File: src/rtl/uart_tx_fifo_pkg.sv
// ---------------------------------------------------------------------------
// uart_tx_fifo_pkg
// Shared definitions for the UART transmit FIFO: default geometry, the
// launch timeout and the launch FSM state encoding.
// ---------------------------------------------------------------------------
package uart_tx_fifo_pkg;

   // Default FIFO depth is 2**DEPTH_BITS_DEF bytes
   localparam int DEPTH_BITS_DEF    = 4;
   // Default number of cycles to wait for tx_active after a launch
   localparam int START_TIMEOUT_DEF = 15;

   typedef enum logic [1:0] {
      ST_IDLE       = 2'd0,
      ST_WAIT_START = 2'd1,
      ST_WAIT_DONE  = 2'd2
   } tx_state_e;

endpackage : uart_tx_fifo_pkg

File: src/rtl/uart_tx_fifo_mem.sv
// ---------------------------------------------------------------------------
// uart_tx_fifo_mem
// Simple dual-port register array: one synchronous write port, one
// asynchronous read port. Contents are not reset; validity is tracked by
// the pointers and level in the parent.
//
// Ports:
//   clk    - clock, write on rising edge
//   we     - write enable
//   waddr  - write address
//   wdata  - write data
//   raddr  - read address
//   rdata  - read data (combinational from raddr)
// ---------------------------------------------------------------------------
module uart_tx_fifo_mem #(
   parameter int ADDR_BITS = 4,
   parameter int DATA_BITS = 8
) (
   input  logic                 clk,
   input  logic                 we,
   input  logic [ADDR_BITS-1:0] waddr,
   input  logic [DATA_BITS-1:0] wdata,
   input  logic [ADDR_BITS-1:0] raddr,
   output logic [DATA_BITS-1:0] rdata
);

   logic [DATA_BITS-1:0] mem_r [0:(2**ADDR_BITS)-1];

   // Storage write port
   always_ff @(posedge clk) begin
      if (we) begin
         mem_r[waddr] <= wdata;
      end
   end

   assign rdata = mem_r[raddr];

endmodule : uart_tx_fifo_mem

File: src/rtl/uart_tx_fifo.sv
// ---------------------------------------------------------------------------
// uart_tx_fifo
// Byte FIFO between a core and a UART transmitter. The core writes bytes
// with wr_en/wr_data; a small FSM launches one byte at a time into the UART
// with a one-cycle start_TX pulse and waits for the UART to go busy and
// then idle again before launching the next byte.
//
// Ports:
//   clk          - clock, all state on rising edge
//   reset_n      - asynchronous active-low reset
//   sync_reset   - synchronous active-high clear
//   wr_en        - byte write strobe from core
//   wr_data      - byte from core
//   full         - FIFO holds 2**DEPTH_BITS bytes
//   empty        - FIFO holds no bytes
//   level        - number of bytes stored
//   overflow     - sticky: a write was dropped because the FIFO was full
//   clr_overflow - clears overflow (a simultaneous drop keeps it set)
//   start_TX     - one-cycle launch pulse to the UART
//   tx_data      - byte presented to the UART, held until the next launch
//   tx_active    - UART busy
//   busy         - bytes pending or a transmission in progress
// ---------------------------------------------------------------------------
module uart_tx_fifo
   import uart_tx_fifo_pkg::*;
#(
   parameter int DEPTH_BITS    = DEPTH_BITS_DEF,
   parameter int START_TIMEOUT = START_TIMEOUT_DEF
) (
   input  logic                clk,
   input  logic                reset_n,
   input  logic                sync_reset,
   input  logic                wr_en,
   input  logic [7:0]          wr_data,
   output logic                full,
   output logic                empty,
   output logic [DEPTH_BITS:0] level,
   output logic                overflow,
   input  logic                clr_overflow,
   output logic                start_TX,
   output logic [7:0]          tx_data,
   input  logic                tx_active,
   output logic                busy
);

   localparam int CNT_BITS = $clog2(START_TIMEOUT + 1);

   localparam logic [DEPTH_BITS:0]   LEVEL_FULL = {1'b1, {DEPTH_BITS{1'b0}}};
   localparam logic [DEPTH_BITS:0]   LEVEL_ZERO = {(DEPTH_BITS+1){1'b0}};
   localparam logic [DEPTH_BITS:0]   LEVEL_ONE  = (DEPTH_BITS+1)'(1'b1);
   localparam logic [DEPTH_BITS-1:0] PTR_ZERO   = {DEPTH_BITS{1'b0}};
   localparam logic [DEPTH_BITS-1:0] PTR_ONE    = DEPTH_BITS'(1'b1);
   localparam logic [CNT_BITS-1:0]   CNT_ZERO   = {CNT_BITS{1'b0}};
   localparam logic [CNT_BITS-1:0]   CNT_ONE    = CNT_BITS'(1'b1);
   localparam logic [CNT_BITS-1:0]   CNT_LAST   = CNT_BITS'(START_TIMEOUT - 1);

   logic [DEPTH_BITS-1:0] wr_ptr_r;
   logic [DEPTH_BITS-1:0] rd_ptr_r;
   logic [DEPTH_BITS:0]   level_r;
   logic                  overflow_r;
   logic                  avail_r;
   tx_state_e             state_r;
   logic [CNT_BITS-1:0]   wait_cnt_r;
   logic                  start_tx_r;
   logic [7:0]            tx_data_r;

   logic                  full_s;
   logic                  empty_s;
   logic                  pop_s;
   logic                  push_s;
   logic                  drop_s;
   logic [7:0]            head_s;

   uart_tx_fifo_mem #(
      .ADDR_BITS (DEPTH_BITS),
      .DATA_BITS (8)
   ) u_mem (
      .clk   (clk),
      .we    (push_s),
      .waddr (wr_ptr_r),
      .wdata (wr_data),
      .raddr (rd_ptr_r),
      .rdata (head_s)
   );

   // FIFO status decode and this cycle's push/pop/drop decisions
   always_comb begin
      full_s  = 1'b0;
      empty_s = 1'b0;
      pop_s   = 1'b0;
      push_s  = 1'b0;
      drop_s  = 1'b0;
      full_s  = (level_r == LEVEL_FULL);
      empty_s = (level_r == LEVEL_ZERO);
      // avail_r gives a fresh byte one settling cycle before it may launch
      if ((state_r == ST_IDLE) && avail_r && !empty_s && !tx_active) begin
         pop_s = 1'b1;
      end else begin
         pop_s = 1'b0;
      end
      // a pop in the same cycle frees the slot a full FIFO needs
      if (wr_en && (!full_s || pop_s)) begin
         push_s = 1'b1;
      end else begin
         push_s = 1'b0;
      end
      if (wr_en && full_s && !pop_s) begin
         drop_s = 1'b1;
      end else begin
         drop_s = 1'b0;
      end
   end

   // FIFO pointers, level and sticky overflow flag
   always_ff @(posedge clk or negedge reset_n) begin
      if (!reset_n) begin
         wr_ptr_r   <= PTR_ZERO;
         rd_ptr_r   <= PTR_ZERO;
         level_r    <= LEVEL_ZERO;
         overflow_r <= 1'b0;
      end else if (sync_reset) begin
         wr_ptr_r   <= PTR_ZERO;
         rd_ptr_r   <= PTR_ZERO;
         level_r    <= LEVEL_ZERO;
         overflow_r <= 1'b0;
      end else begin
         if (push_s) begin
            wr_ptr_r <= wr_ptr_r + PTR_ONE;
         end
         if (pop_s) begin
            rd_ptr_r <= rd_ptr_r + PTR_ONE;
         end
         case ({push_s, pop_s})
            2'b10:   level_r <= level_r + LEVEL_ONE;
            2'b01:   level_r <= level_r - LEVEL_ONE;
            default: level_r <= level_r;
         endcase
         // set wins over clear
         if (drop_s) begin
            overflow_r <= 1'b1;
         end else if (clr_overflow) begin
            overflow_r <= 1'b0;
         end else begin
            overflow_r <= overflow_r;
         end
      end
   end

   // Delayed non-empty qualifier for the launch decision
   always_ff @(posedge clk or negedge reset_n) begin
      if (!reset_n) begin
         avail_r <= 1'b0;
      end else if (sync_reset) begin
         avail_r <= 1'b0;
      end else begin
         avail_r <= !empty_s;
      end
   end

   // Launch FSM with registered start_TX / tx_data
   always_ff @(posedge clk or negedge reset_n) begin
      if (!reset_n) begin
         state_r    <= ST_IDLE;
         wait_cnt_r <= CNT_ZERO;
         start_tx_r <= 1'b0;
         tx_data_r  <= 8'h00;
      end else if (sync_reset) begin
         state_r    <= ST_IDLE;
         wait_cnt_r <= CNT_ZERO;
         start_tx_r <= 1'b0;
         tx_data_r  <= 8'h00;
      end else begin
         start_tx_r <= 1'b0;
         case (state_r)
            ST_IDLE: begin
               if (pop_s) begin
                  tx_data_r  <= head_s;
                  start_tx_r <= 1'b1;
                  wait_cnt_r <= CNT_ZERO;
                  state_r    <= ST_WAIT_START;
               end
            end
            ST_WAIT_START: begin
               // a UART that never answers still releases the FSM;
               // the byte is treated as sent
               if (tx_active) begin
                  state_r <= ST_WAIT_DONE;
               end else if (wait_cnt_r == CNT_LAST) begin
                  state_r <= ST_IDLE;
               end else begin
                  wait_cnt_r <= wait_cnt_r + CNT_ONE;
               end
            end
            ST_WAIT_DONE: begin
               if (!tx_active) begin
                  state_r <= ST_IDLE;
               end
            end
            default: begin
               state_r <= ST_IDLE;
            end
         endcase
      end
   end

   assign full     = full_s;
   assign empty    = empty_s;
   assign level    = level_r;
   assign overflow = overflow_r;
   assign start_TX = start_tx_r;
   assign tx_data  = tx_data_r;
   assign busy     = !empty_s || (state_r != ST_IDLE);

endmodule : uart_tx_fifo
File: config.mk
export PLATFORM = sky130hd
export DESIGN_NAME = uart_tx_fifo
export DESIGN_NICKNAME = d
export VERILOG_FILES = /design/src/rtl/uart_tx_fifo_pkg.sv /design/src/rtl/uart_tx_fifo_mem.sv /design/src/rtl/uart_tx_fifo.sv
export SDC_FILE = /design/constraint.sdc
export NUM_CORES = 1
export LEC_CHECK = 0
export ABC_AREA = 0
export CORE_ASPECT_RATIO = 0.8
export CORE_MARGIN = 5
export CORE_UTILIZATION = 64
export DETAILED_ROUTE_END_ITERATION = 16
export PLACE_DENSITY_LB_ADDON = 0.25
export SKIP_CTS_REPAIR_TIMING = 1
export SYNTH_ARGS = -nofsm -noshare
export SYNTH_HDL_FRONTEND = slang
export SYNTH_HIERARCHICAL = 1
export SYNTH_SLANG_ARGS = --single-unit
File: constraint.sdc
create_clock -name clk -period 6.1 [get_ports clk]
set_input_delay 0.61 -clock clk [delete_from_list [all_inputs] [get_ports clk]]
set_output_delay 0.61 -clock clk [all_outputs]
set_load 0.02 [all_outputs]
## After elaboration in Yosys (flattened, before gate mapping)

Memories as Yosys holds them, arrays and structs flattened.
Index checks and enable logic that the tools add are counted.

| word-level totals | value |
|---|---|
| bits in writable memories | 128 |
| output and inout port bits | 18 |
| input bits | 14 |
| word-level logic and storage cells | 82 |
| memories kept | 1 |
| register bits after elaboration | 30 |

| operators by class | value |
|---|---|
| eq/ne operators | 11 |
| reductions and logical operators | 24 |
| multiplexer cells | 32 |
| $add $sub $neg | 5 |

Memories:

| memory | depth | width | rd ports | clocked after Yosys merged registers in | write ports | RTL line | source |
|---|---|---|---|---|---|---|---|
| u_mem.mem_r | 16 | 8 | 1 | 0 | 1 | uart_tx_fifo_mem.sv:27 | `logic [DATA_BITS-1:0] mem_r [0:(2**ADDR_BITS)-1];` |

Operator list:

| kind | count |
|---|---|
| $mux W4 | 8 |
| $mux W8 | 3 |
| $add A4 B1 Y4 const B | 3 |
| $mux W1 | 12 |
| $ne A3 B3 Y1 const B | 4 |
| $mux W2 | 5 |
| $pmux W5 S2 | 1 |
| $reduce_bool A3 Y1 | 3 |
| $pmux W4 S2 | 1 |
| $reduce_bool A2 Y1 | 4 |
| $logic_and A1 B1 Y1 | 6 |
| $pmux W2 S3 | 1 |
| $add A5 B1 Y5 const B | 1 |
| $eq A5 B5 Y1 const B | 1 |
| $logic_not A5 Y1 | 1 |
| $mux W5 | 1 |
| $sub A5 B1 Y5 const B | 1 |
| $eq A2 B1 Y1 const B | 2 |
| $eq A2 B2 Y1 const B | 2 |
| $eq A4 B4 Y1 const B | 1 |
| $logic_not A1 Y1 | 4 |
| $ne A4 B4 Y1 const B | 1 |
| $reduce_and A4 Y1 | 1 |
| $reduce_and A3 Y1 | 1 |
| 3 further kinds | 4 |

## Depth between registers and ports, before layout

Gate-level depths: netlist of run 1.

| depth | value |
|---|---|
| depth in word-level cells | 11 |
| depth in mapped cells | 11 |
| depth with buffers taken out | 9 |

## Modules after synthesis

The synthesis of run 1 kept the hierarchy.

By module, submodules not included:

| module | area an instance (µm²) | sequential area each (µm²) | times used | cells each |
|---|---|---|---|---|
| uart_tx_fifo_mem | 4987.3 | 3843.7 | 1 | 221 |
| uart_tx_fifo | 1616.6 | 750.7 | 1 | 165 |

## Worst setup path after synthesis of run 1

No wires, ideal clock.

| path | value |
|---|---|
| path type | input -> register |
| from | input port tx_active |
| to | memory u_mem.mem_r[0][0], enable pin |
| stages on the path | 5 |
| slack | 3.049 ns |
| data arrival time | 2.667 ns |
| data required time | 5.717 ns |
| path buffers | 1 |
| library setup time | 0.383 ns |
| cells stage by stage | or4b_1 buf_2 a31oi_2 or3b_2 nor3_1 |

| between the ends | value |
|---|---|
| cells in the longest elaborated chain, start to end | 8 |

Ends and longest elaborated chain:

| item | RTL line | source |
|---|---|---|
| from (decl) | uart_tx_fifo.sv:42 | `input logic tx_active,` |
| $logic_not A1 Y1 | n/a |  |
| $logic_and A1 B1 Y1 | uart_tx_fifo.sv:96 | `if ((state_r == ST_IDLE) && avail_r && !empty_s && !tx_active) begin` |
| $mux W1 | uart_tx_fifo.sv:96 |  |
| $logic_or A1 B1 Y1 | uart_tx_fifo.sv:102 | `if (wr_en && (!full_s \|\| pop_s)) begin` |
| $logic_and A1 B1 Y1 | uart_tx_fifo.sv:102 |  |
| $mux W1 | uart_tx_fifo.sv:102 |  |
| named net push_s | uart_tx_fifo.sv:70 | `logic push_s;` |
| $mux W1 | uart_tx_fifo_mem.sv:31 | `if (we) begin` |
| $mux W1 (implied by the code) | uart_tx_fifo_mem.sv:32 | `mem_r[waddr] <= wdata;` |
| to (decl) | uart_tx_fifo_mem.sv:27 |  |

The timed path passes the listed nets, and every way through them passes these cells.

## Worst setup path after layout of run 1

| path | value |
|---|---|
| from | input port tx_active |
| to | register level_r[4] (netlist: level[4]) |

| between the ends | value |
|---|---|
| cells in the longest elaborated chain, start to end | 9 |
| elaborated cells on any way between the ends | 11 |
| classes of those cells | eq/ne (2); mux (4); reduce/logical (5) |

Ends and longest elaborated chain:

| item | RTL line | source |
|---|---|---|
| $logic_not A1 Y1 * | n/a |  |
| $logic_and A1 B1 Y1 * | uart_tx_fifo.sv:96 |  |
| $mux W1 * | uart_tx_fifo.sv:96 |  |
| $logic_or A1 B1 Y1 | uart_tx_fifo.sv:102 |  |
| $logic_and A1 B1 Y1 | uart_tx_fifo.sv:102 |  |
| $mux W1 | uart_tx_fifo.sv:102 |  |
| $eq A2 B1 Y1 or $eq A2 B2 Y1 (tied branches) | uart_tx_fifo.sv:133 | `case ({push_s, pop_s})` |
| $pmux W5 S2 | uart_tx_fifo.sv:133 |  |
| $mux W5 | uart_tx_fifo.sv:121 | `end else if (sync_reset) begin` |
| to (signal assigned) | uart_tx_fifo.sv:134 | `2'b10: level_r <= level_r + LEVEL_ONE;` |
| to (signal assigned) | uart_tx_fifo.sv:135 | `2'b01: level_r <= level_r - LEVEL_ONE;` |
| to (signal assigned) | uart_tx_fifo.sv:136 | `default: level_r <= level_r;` |
| to (decl) | uart_tx_fifo.sv:59 | `logic [DEPTH_BITS:0] level_r;` |

Every way passes the cells marked *; elsewhere a longest branch is shown, timed or not.
A chain may end at the register's enable or synchronous reset.

==> parameters.txt, run 1 <==
Parameter                              Value

GRT
  GRT Util Overall    23.66%
  Maximum number of pins on one net before global-route repair    36
  Via count of the first global-routing pass    3,585
  Antenna violations before repair    0
  Global-route wire length before repair    20.75 mm
  GRT Residual Overflow    0

Clock network
  CTS buffer count    17
  H-tree depth reported by CTS    4
  Clock network latency to the later pin of the worst-skew pair    0.41 ns
  CTS tree    built
  Clock slew seen by the registers of the worst setup and hold paths    0.06 ns
  Sinks on the clock net    158
  Buffer depth of the longest clock path    2
  CTS root buf    clkbuf_16

Synthesis
  Ranking of synthesized cells by area    edfxtp_1, dfrtp_1, mux4_2
  Post-synthesis share of cell area spent on xor and xnor gates    1.326%
  Synth top area share    58.20%
  Area fraction in compound gates after synthesis    5.135%
  Ys flop type    edfxtp_1
  Top cell type by total area after synthesis    edfxtp_1
  Post-synthesis net count    408
  Synth Area in Simple Gates    7.162%
  Count of synthesis-stage warnings from yosys    6
  Distinct cell type count of the synthesized netlist    50
  Largest family of logic cells by synthesized area    multiplexers
  Multiplexer share of the synthesized area    12.83%
  Number of enable-type register cells in the synthesized netlist    128
  Post-synthesis sequential element count    158
  Mean instance size in the synthesized netlist    17.11 um2
  Part of the Yosys area used for sequential elements    69.57%
  Ys async rst share    18.99%
  Most frequent cells after synthesis    edfxtp_1, dfrtp_1, nand2_1, nor2_1, mux4_2
  Post-synthesis instance area    0.006604 mm2
  Post-synthesis adder-cell area fraction    1.629%
  Cell with the most instances after synthesis    edfxtp_1
  Synthesized instance count    386

STA
  Highest clock frequency the design can meet    284.0 MHz
  Setup ws final    2.579 ns
  Setup TNS    0 ns
  Clk_skew    0.006134 ns
  Share of the cycle needed by the critical path after routing    57.73%
  RSZ-0062 raised after global routing    no
  Hold WS    0.5213 ns
  Transition time of the tightest slew-check pin    1.212 ns
  Number of pins exceeding their max-slew limit in the final report    0
  Headroom to the max-slew limit    18.97%
  Setup violations, final    0
  Final critical delay including setup and external delays    3.521 ns
  Total count of hold-check failures in the final report    0

Layout
  Sequential cell area in the final layout    0.004597 mm2
  Count of antenna diodes in the layout    0
  Proportion of layout cells with a drive suffix above 1    12.87%
  Area growth from synthesis to layout    13.85%
  Total of fill cells in the finished design    633
  Final #Nets    444
  Multi-input logic area    0.001854 mm2

Flow run
  Max-capacitance violation count    0

Critical path
  Data required time of the worst path    6.33 ns
  R2r worst-path depth    8
  Startpoint of the most critical register-to-register path    state_r[1]
  Setup crit start kind    input port
  R2R Path End    level[4]
  Type of the worst setup path    in -> reg
  Peak per-stage delay on the critical path    0.69 ns
  Cells along the critical path    clkdlybuf4s50_1 -> or4b_1 -> a21oi_2 -> nand2_1 -> fa_1 -> nand2b_1 -> a2111oi_0 -> a22o_1 -> a2111oi_2
  CP delay by family, top    compound AO/OA/AOI/OAI gates
  Standard cell with the maximum stage delay on the critical path    or4b_1
  Minimum setup slack among reg-to-reg paths    2.77 ns
  CP Capture Type    register
  Timing startpoint of the critical path    tx_active
  Worst-path maximum fanout    13
  Number of buffers and inverters on the critical path    1
  Worst path depth    9
  Worst Path Arrival    3.76 ns
  Worst Setup EP    level[4]

Floorplanning
  I/O pin count    32
  Initial cell density of the core    65.02%
  Die Height    100.9 um
  Die Span X    123.6 um
  Die area    0.01246 mm2
  CORE AREA    0.01016 mm2
  FP Rows    33

Pwr
  Net Sw Frac    25.68%
  Power per Cell Area    352.9 mW/mm2
  Pint    1.972 mW
  Clock network fraction of total power    34.9%
  Peak supply drop    0.3941 mV
  Leakage component of the power    2.555 nW
  Share of total power in sequential cells    47.4%
  Power dissipated by switching net loads    681.4 uW
  Share of power burned in combinational logic    17.7%

Worst hold path
  Start point of the worst min-delay path    tx_data[5]
  Class of the tightest hold or removal check    reg -> reg

Route
  First-pass DRT Iterations    5
  Remaining antenna violation count    0
  Final routed wirelength across all metal layers    13.45 mm
  Drt via density    6.292
  Total DRC errors in the routed layout    0
  Initial DRC Count    464
  Average routed wire per standard cell    23.38 um
  Via Count    3,618

Place
  Routability congestion estimate from global placement    0.8175
  Place WS    2.212 ns
  Placed wire-length estimate    8.169 mm
  I/O Buffers    31

Outcome
  Result of the run    finished, final reports clean
[power groups by stage]
stage	combinational, mW	sequential (mW)	clock [mW]
2_1_floorplan	0.304	1.29	0
3_3_place_gp	0.456	1.28	0
3_5_place_dp	0.466	1.28	0
4_1_cts	0.471	1.26	0.935
5_1_grt	0.503	1.26	0.993
6_report	0.471	1.26	0.925
[how the worst min path moves through the flow]
| stage | end | slack, ns | cells past startpoint |
|---|---|---|---|
| 3_3_place_gp | tx_data[1] | 0.51 | 2 |
| 2_1_floorplan | avail_r | 0.31 | 0 |
| 5_1_grt | overflow | 0.56 | 2 |
| 4_1_cts | tx_data[5] | 0.53 | 2 |
| 3_5_place_dp | tx_data[5] | 0.52 | 2 |
| 6_report | tx_data[5] | 0.52 | 2 |
[flip-flops by register name (all words and copies together) (netlist names)]
| register | cells |
|---|---|
| state_r | 2 |
| start_TX | 1 |
| overflow | 1 |
| wr_ptr_r | 4 |
| tx_data | 8 |
| wait_cnt_r | 4 |
| avail_r | 1 |
| rd_ptr_r | 4 |
| u_mem/mem_r | 128 |
| level | 5 |
[final cells by class]
type | count | share of cell area (%)
clock buffers | 30 | 6.707
clock inverters | 2 | 0.1331
well taps | 140 | 2.330
repair buffers | 36 | 4.626
multi-input cells | 201 | 24.66
flip-flops and latches | 158 | 61.14
inverters | 8 | 0.3994
[worst reg2reg max path, stage by stage (launching register included)]
cell       delay (ns)
dfrtp_1          0.43
or4b_1           0.74
a21oi_2          0.52
nand2_1          0.20
fa_1             0.43
nand2b_1         0.20
a2111oi_0        0.37
a22o_1           0.21
a2111oi_2        0.05
[layer usage]
layer	global-route usage, %	up-vias	part of all wire [%]
li1	-	1594	-
met1	34.64	1847	43
met2	35.09	154	47
met3	6.958	23	7.9
met4	7.319	0	1.8
met5	0	-	0
[cells by family (layout without fill, tap and decap cells)]
kind of cell,after synthesis,in the layout
fa+ha+maj,8,8
compound gates,47,47
flops,158,158
mux,39,39
buf+inv,27,76
simple gates,97,97
xor+xnor,10,10
[metrics by stage]
| step | instances | cell area [um2] | util (%) | total power [mW] |
|---|---|---|---|---|
| floorplan | 386 | 6604 | - | 1.592 |
| global placement | 543 | 7004 | 68.96 | 1.731 |
| detailed placement | 543 | 7004 | 68.96 | 1.744 |
| CTS | 575 | 7518 | 74.02 | 2.662 |
| global route | 575 | 7518 | 74.02 | 2.759 |
| finish | 575 | 7518 | 74.02 | 2.653 |
[cells in the final DEF, fill, tap and decap left out, types with 3 or more instances in the layout]
cell type / n
nor3_1: 7
mux2i_1: 4
mux2_1: 3
clkbuf_8: 3
xor2_1: 5
nand2_1: 30
nand2b_1: 4
clkbuf_1: 10
ha_1: 7
nand3_1: 10
mux4_2: 18
a22oi_1: 16
nor2_1: 30
xnor2_1: 5
inv_1: 8
buf_4: 5
edfxtp_1: 128
mux4_1: 14
clkbuf_16: 17
a21oi_1: 17
clkdlybuf4s50_1: 31
dfrtp_1: 28
Power figures use the tool's default switching activity.
==> inputs of run 2 (changes only) <==
--- a/config.mk
+++ b/config.mk
@@ -8,7 +8,7 @@
 export ABC_AREA = 0
 export CORE_ASPECT_RATIO = 0.8
 export CORE_MARGIN = 5
-export CORE_UTILIZATION = 64
+export CORE_UTILIZATION = 60
 export DETAILED_ROUTE_END_ITERATION = 16
 export PLACE_DENSITY_LB_ADDON = 0.25
 export SKIP_CTS_REPAIR_TIMING = 1
==> constraint.sdc (replaced) <==
create_clock -name clk -period 3.62 [get_ports clk]
set_input_delay 0.362 -clock clk [delete_from_list [all_inputs] [get_ports clk]]
set_output_delay 0.362 -clock clk [all_outputs]
set_load 0.02 [all_outputs]
==> run 2 against run 1 <==
Compared with the run above:
- sequential power is 70% higher
- total power grew 82%
- first-iteration DRC count is 6.0% lower
- combinational power up 67%
- sequential cell count did not move
- worst hold slack got worse by 0.17 ns
- cell count rose by 3.8%
- worst setup slack worse by 1.8 ns
- die area rose by 6.1%
- largest power group unchanged
- non-clock buffer count grew 18
- largest cell class unchanged
- critical path depth is 1 lower
- wire length grew 1.5%
==> parameters.txt, run 2 (same netlist as run 1, synthesis figures left out) <==
Parameter                              Value

GRT
  GRT Util Overall    21.98% (-1.7 points)
  Maximum number of pins on one net before global-route repair    33 (-8.3%)
  Global-route wire length before repair    21.36 mm (+3.0%)
  Antenna violations before repair    0 (unchanged)
  GRT Residual Overflow    0 (unchanged)
  Via count of the first global-routing pass    3,812 (+6.3%)

Layout
  Final #Nets    462 (+4.1%)
  Proportion of layout cells with a drive suffix above 1    17.66% (+4.8 points)
  Count of antenna diodes in the layout    0 (unchanged)
  Largest register by flop count    u_mem/mem_r
  Fraction of the core area covered by cells at the end of the flow    72.02% (-2.0 points)
  Area growth from synthesis to layout    17.85%
  Most common library cell in the layout ignoring fill and taps    edfxtp_1
  Commonest non-fill, non-tap cells in the layout    edfxtp_1, clkdlybuf4s50_1, nand2_1, nor2_1, dfrtp_1
  Final design area excluding fillers    0.007782 mm2 (+3.5%)
  Total of fill cells in the finished design    676 (+6.8%)
  Number of flip-flops under the largest register name    128 (unchanged)

STA
  Transition time of the tightest slew-check pin    0.6856 ns (-0.5260 ns)
  Total count of hold-check failures in the final report    0 (unchanged)
  Headroom to the max-slew limit    54.29% (+35 points)
  Setup violations, final    0 (unchanged)
  Final critical delay including setup and external delays    2.857 ns
  RSZ-0062 raised after global routing    no
  Setup TNS    0 ns (unchanged)
  Highest clock frequency the design can meet    350.1 MHz
  Clk_skew    0.007389 ns (+0.001255 ns)
  Number of pins exceeding their max-slew limit in the final report    0 (unchanged)
  Share of the cycle needed by the critical path after routing    78.91%
  Hold WS    0.3481 ns (-0.1733 ns)

Critical path
  Worst path depth    8 (-1)
  CP delay by family, top    simple AND/OR/NAND/NOR gates
  Number of buffers and inverters on the critical path    0 (-1)
  Startpoint of the most critical register-to-register path    state_r[1]
  Standard cell with the maximum stage delay on the critical path    or4b_1
  Type of the worst setup path    reg -> reg
  R2r worst-path depth    8 (unchanged)
  R2R Path End    level[4]
  Worst Path Arrival    3.13 ns (-0.63 ns)
  Worst Setup EP    level[4]
  Data required time of the worst path    3.89 ns (-2.44 ns)
  Peak per-stage delay on the critical path    0.73 ns (+0.04 ns)
  Minimum setup slack among reg-to-reg paths    0.76 ns (-2.01 ns)
  CP Capture Type    register
  Timing startpoint of the critical path    state_r[1]
  Setup crit start kind    register
  Worst-path maximum fanout    8 (-5)
  Cells along the critical path    or4b_1 -> a21oi_2 -> nand2_1 -> fa_1 -> nand2b_1 -> a2111oi_0 -> a22o_1 -> a2111oi_2

Pwr
  Share of total power in sequential cells    44.4% (-3.0 points)
  Pint    3.646 mW (+85%)
  Clock network fraction of total power    39.4% (+4.5 points)
  Leakage component of the power    2.710 nW (+6.1%)
  Power per Cell Area    621.0 mW/mm2 (+76%)
  Peak supply drop    0.4601 mV (+17%)
  Net Sw Frac    24.56% (-1.1 points)
  Share of power burned in combinational logic    16.3% (-1.4 points)
  Pwr Total    4.833 mW (+82%)
  Power dissipated by switching net loads    1.187 mW (+74%)

Place
  Placed wire-length estimate    8.671 mm (+6.1%)
  Placement-stage cell area    0.007143 mm2 (+2.0%)
  Routability congestion estimate from global placement    0.8298 (+1.5%)
  I/O Buffers    31 (unchanged)

Route
  Final routed wirelength across all metal layers    13.65 mm (+1.5%)
  Drt via density    6.146 (-2.3%)
  First-pass DRT Iterations    6 (+1)
  Remaining antenna violation count    0 (unchanged)
  Initial DRC Count    436 (-6.0%)
  Average routed wire per standard cell    22.86 um (-2.2%)
  Total DRC errors in the routed layout    0 (unchanged)
  Via Count    3,669 (+1.4%)

Clock network
  CTS tree    built
  CTS buffer count    17 (unchanged)
  Clock slew seen by the registers of the worst setup and hold paths    0.06 ns (about the same)
  H-tree depth reported by CTS    4 (unchanged)
  CTS root buf    clkbuf_16
  Buffer depth of the longest clock path    2 (unchanged)
  Clock network latency to the later pin of the worst-skew pair    0.41 ns (about the same)
  Sinks on the clock net    158 (unchanged)

Floorplanning
  CORE AREA    0.01081 mm2 (+6.4%)
  Initial cell density of the core    61.12% (-3.9 points)
  I/O pin count    32 (unchanged)
  Die area    0.01322 mm2 (+6.1%)
  Die Height    103.8 um (+3.0%)
  Die Span X    127.3 um (+3.0%)
  FP Rows    34 (+3.0%)

Worst hold path
  Class of the tightest hold or removal check    in -> async

Outcome
  Result of the run    finished, final reports clean

Flow run
  Max-capacitance violation count    0 (unchanged)
[run 2: cell count changes in the layout (fill, tap and decap cells not counted), sizes merged]
| cell | delta |
|---|---|
| buf | +18 |
| clkbuf | -9 |
| bufinv | +5 |
| clkinv | +2 |
| clkinvlp | +2 |
[run 2: power by group through the flow]
stage | registers (mW) | logic (mW) | clock network (mW)
floorplan | 2.17 | 0.512 | 0
global placement | 2.18 | 0.768 | 0
detailed placement | 2.18 | 0.779 | 0
CTS | 2.15 | 0.791 | 1.93
global route | 2.16 | 0.851 | 2.02
finish | 2.14 | 0.786 | 1.90
[run 2: cell type report]
type	count	area, um2	share of cell area (%)
multi-input combinational	201	1854	23.83
clock inverter	11	188.9	2.428
clock buffer	21	450.4	5.788
sequential	158	4596	59.05
timing repair buffer	54	483.0	6.206
tap	144	180.2	2.315
inverter	8	30.03	0.3859
[run 2: per-stage QoR]
stage	setup slack, ns	std cells
6_report	0.7634	597
5_1_grt	0.6080	597
4_1_cts	0.7494	597
3_5_place_dp	0.4176	565
3_3_place_gp	0.4934	565
2_1_floorplan	0.7210	386
[run 2: worst min path at each step]
stage,from,to
after floorplan,reset_n,avail_r
after global placement,tx_data[2],tx_data[2]
after detailed placement,tx_data[6],tx_data[6]
after CTS,reset_n,tx_data[2]
after global routing,reset_n,tx_data[2]
final,reset_n,tx_data[2]
[run 2: per-layer routing]
layer,share of wire [%],track usage (%)
met5,0,0
met4,1.1,6.585
met3,5.9,6.430
met2,51,35.39
met1,42,29.29
==> inputs of run 3 (changes only) <==
==> constraint.sdc (replaced) <==
create_clock -name clk -period 2.8 [get_ports clk]
set_input_delay 0.28 -clock clk [delete_from_list [all_inputs] [get_ports clk]]
set_output_delay 0.28 -clock clk [all_outputs]
set_load 0.02 [all_outputs]
==> run 3 against run 2 <==
Compared with the run above:
- maximum frequency grew 5.8%
- die area unchanged
- wire length is 1.6% lower
- critical endpoint unchanged
- largest power group unchanged
==> parameters.txt, run 3 (same netlist as run 1, synthesis figures left out) <==
Parameter                              Value

Floorplanning
  Initial cell density of the core    61.12% (unchanged)
  Die area    0.01322 mm2 (unchanged)
  I/O pin count    32 (unchanged)
  CORE AREA    0.01081 mm2 (unchanged)
  FP Rows    34 (unchanged)
  Die Height    103.8 um (unchanged)
  Die Span X    127.3 um (unchanged)

Worst hold path
  Class of the tightest hold or removal check    in -> async

Layout
  Proportion of layout cells with a drive suffix above 1    19.78% (+2.1 points)
  Most common library cell in the layout ignoring fill and taps    edfxtp_1
  Number of flip-flops under the largest register name    128 (unchanged)
  Final #Nets    469 (+1.5%)
  Fraction of the core area covered by cells at the end of the flow    71.97% (about the same)
  Largest register by flop count    u_mem/mem_r
  Commonest non-fill, non-tap cells in the layout    edfxtp_1, clkdlybuf4s50_1, nand2_1, nor2_1
  Count of antenna diodes in the layout    0 (unchanged)
  Final design area excluding fillers    0.007776 mm2 (about the same)
  Area growth from synthesis to layout    17.75% (about the same)

STA
  Total count of hold-check failures in the final report    0 (unchanged)
  Number of pins exceeding their max-slew limit in the final report    0 (unchanged)
  Clk_skew    0.007160 ns (-0.0002289 ns)
  Share of the cycle needed by the critical path after routing    96.43% (+18 points)
  Setup violations, final    0 (unchanged)
  Final critical delay including setup and external delays    2.700 ns (-0.1565 ns)
  Hold WS    0.2483 ns (-0.09974 ns)
  Transition time of the tightest slew-check pin    0.6787 ns (-0.006921 ns)
  Highest clock frequency the design can meet    370.4 MHz (+5.8%)
  Headroom to the max-slew limit    54.59% (+0.29 points)
  RSZ-0062 raised after global routing    no

Critical path
  Standard cell with the maximum stage delay on the critical path    or4b_1
  Worst path depth    8 (unchanged)
  CP Capture Type    register
  Type of the worst setup path    reg -> reg
  R2R Path End    level[4]
  Setup crit start kind    register
  Timing startpoint of the critical path    state_r[1]
  Data required time of the worst path    3.09 ns (-0.80 ns)
  Peak per-stage delay on the critical path    0.61 ns (-0.12 ns)
  Minimum setup slack among reg-to-reg paths    0.1 ns (-0.66 ns)
  Worst Path Arrival    2.99 ns (-0.14 ns)
  Worst Setup EP    level[4]
  Startpoint of the most critical register-to-register path    state_r[1]
  Number of buffers and inverters on the critical path    0 (unchanged)
  Cells along the critical path    or4b_1 -> a21oi_2 -> nand2_1 -> fa_1 -> nand2b_1 -> a2111oi_0 -> a22o_1 -> a2111oi_2
  CP delay by family, top    simple AND/OR/NAND/NOR gates
  Worst-path maximum fanout    5 (-3)
  R2r worst-path depth    8 (unchanged)

Place
  I/O Buffers    31 (unchanged)
  Placement-stage cell area    0.007213 mm2 (+0.98%)
  Routability congestion estimate from global placement    0.7990 (-3.7%)
  Placed wire-length estimate    8.501 mm (-2.0%)

Flow run
  Max-capacitance violation count    0 (unchanged)

Clock network
  Buffer depth of the longest clock path    2 (unchanged)
  CTS buffer count    17 (unchanged)
  Clock network latency to the later pin of the worst-skew pair    0.42 ns (about the same)
  CTS tree    built
  H-tree depth reported by CTS    4 (unchanged)
  Sinks on the clock net    158 (unchanged)
  CTS root buf    clkbuf_16
  Clock slew seen by the registers of the worst setup and hold paths    0.06 ns (about the same)

Route
  Final routed wirelength across all metal layers    13.43 mm (-1.6%)
  Initial DRC Count    591 (+36%)
  Average routed wire per standard cell    22.24 um (-2.7%)
  First-pass DRT Iterations    5 (-1)
  Total DRC errors in the routed layout    0 (unchanged)
  Remaining antenna violation count    0 (unchanged)
  Drt via density    6.050 (-1.6%)
  Via Count    3,654 (-0.41%)

GRT
  Antenna violations before repair    0 (unchanged)
  Met1 GRT Util    30.38% (+1.1 points)
  Via count of the first global-routing pass    3,662 (-3.9%)
  Grt peak-use layer    met2
  Met2 Resource Use GR    32.64% (-2.7 points)
  Met3 capacity usage during global routing    6.893% (+0.46 points)
  Global-route wire length before repair    20.86 mm (-2.4%)
  GRT Util Overall    21.25% (-0.73 points)
  Maximum number of pins on one net before global-route repair    36 (+9.1%)
  GRT Residual Overflow    0 (unchanged)

Pwr
  Leakage component of the power    2.728 nW (+0.67%)
  Net Sw Frac    25.91% (+1.4 points)
  Share of power burned in combinational logic    18.4% (+2.1 points)
  Clock network fraction of total power    36.0% (-3.4 points)
  Power per Cell Area    767.3 mW/mm2 (+24%)
  Share of total power in sequential cells    45.7% (+1.3 points)
  Peak supply drop    0.4542 mV (-1.3%)
  Pint    4.421 mW (+21%)
  Power dissipated by switching net loads    1.546 mW (+30%)

Outcome
  Result of the run    finished, final reports clean
run 3: changes by cell type in the layout (fill, tap and decap cells not counted), sizes merged:
| cell | delta |
|---|---|
| buf | +7 |
| bufinv | -5 |
| clkbuf | +1 |
| clkinv | +3 |
| clkinvlp | -1 |
| inv | +2 |
run 3: how the worst min path moves through the flow:
stage / slack (ns) / cells after the start / endpoint / start
2_1_floorplan: -0.02 / 0 / avail_r / reset_n
4_1_cts: 0.25 / 2 / wait_cnt_r[3] / reset_n
3_3_place_gp: 0.51 / 2 / tx_data[2] / tx_data[2]
5_1_grt: 0.32 / 2 / wait_cnt_r[3] / reset_n
3_5_place_dp: 0.53 / 2 / tx_data[4] / tx_data[4]
6_report: 0.25 / 2 / wait_cnt_r[3] / reset_n
run 3: cell type report:
class / instances / area (um2)
sequential: 158 / 4596
fill: 684 / 3029
multi-input combinational: 201 / 1859
timing repair buffer: 61 / 548.0
clock buffer: 22 / 505.5
tap: 144 / 180.2
clock inverter: 10 / 57.56
inverter: 8 / 30.03
run 3: power groups by stage:
stage / sequential, mW / clock [mW] / combinational (mW)
CTS: 2.72 / 2.17 / 1.10
global placement: 2.77 / 0 / 1.08
finish: 2.72 / 2.15 / 1.10
detailed placement: 2.77 / 0 / 1.09
floorplan: 2.81 / 0 / 0.666
global route: 2.73 / 2.28 / 1.18
run 3: metal layers:
metal | wire, um | share of wire, %
met3 | 905 | 6.7
met1 | 5809 | 43
met2 | 6615 | 49
met5 | 0 | 0
met4 | 103 | 0.77
run 3: per-stage QoR:
| step | power (mW) | TNS, ns | std cells | setup slack [ns] |
|---|---|---|---|---|
| 2_1_floorplan | 3.471 | 0 | 386 | 0.01295 |
| 3_5_place_dp | 3.865 | -0.06274 | 572 | -0.06274 |
| 3_3_place_gp | 3.843 | -0.002347 | 572 | -0.002347 |
| 6_report | 5.966 | 0 | 604 | 0.09989 |
| 4_1_cts | 5.999 | 0 | 604 | 0.1283 |
| 5_1_grt | 6.199 | 0 | 604 | 0.02283 |
run 3: worst reg2reg max path, delay by kind of cell (launching register included):
| family | cells | cell delay (ns) |
|---|---|---|
| compound gates | 4 | 0.86 |
| fa+ha+maj | 1 | 0.38 |
| flops | 1 | 0.43 |
| simple gates | 3 | 0.91 |
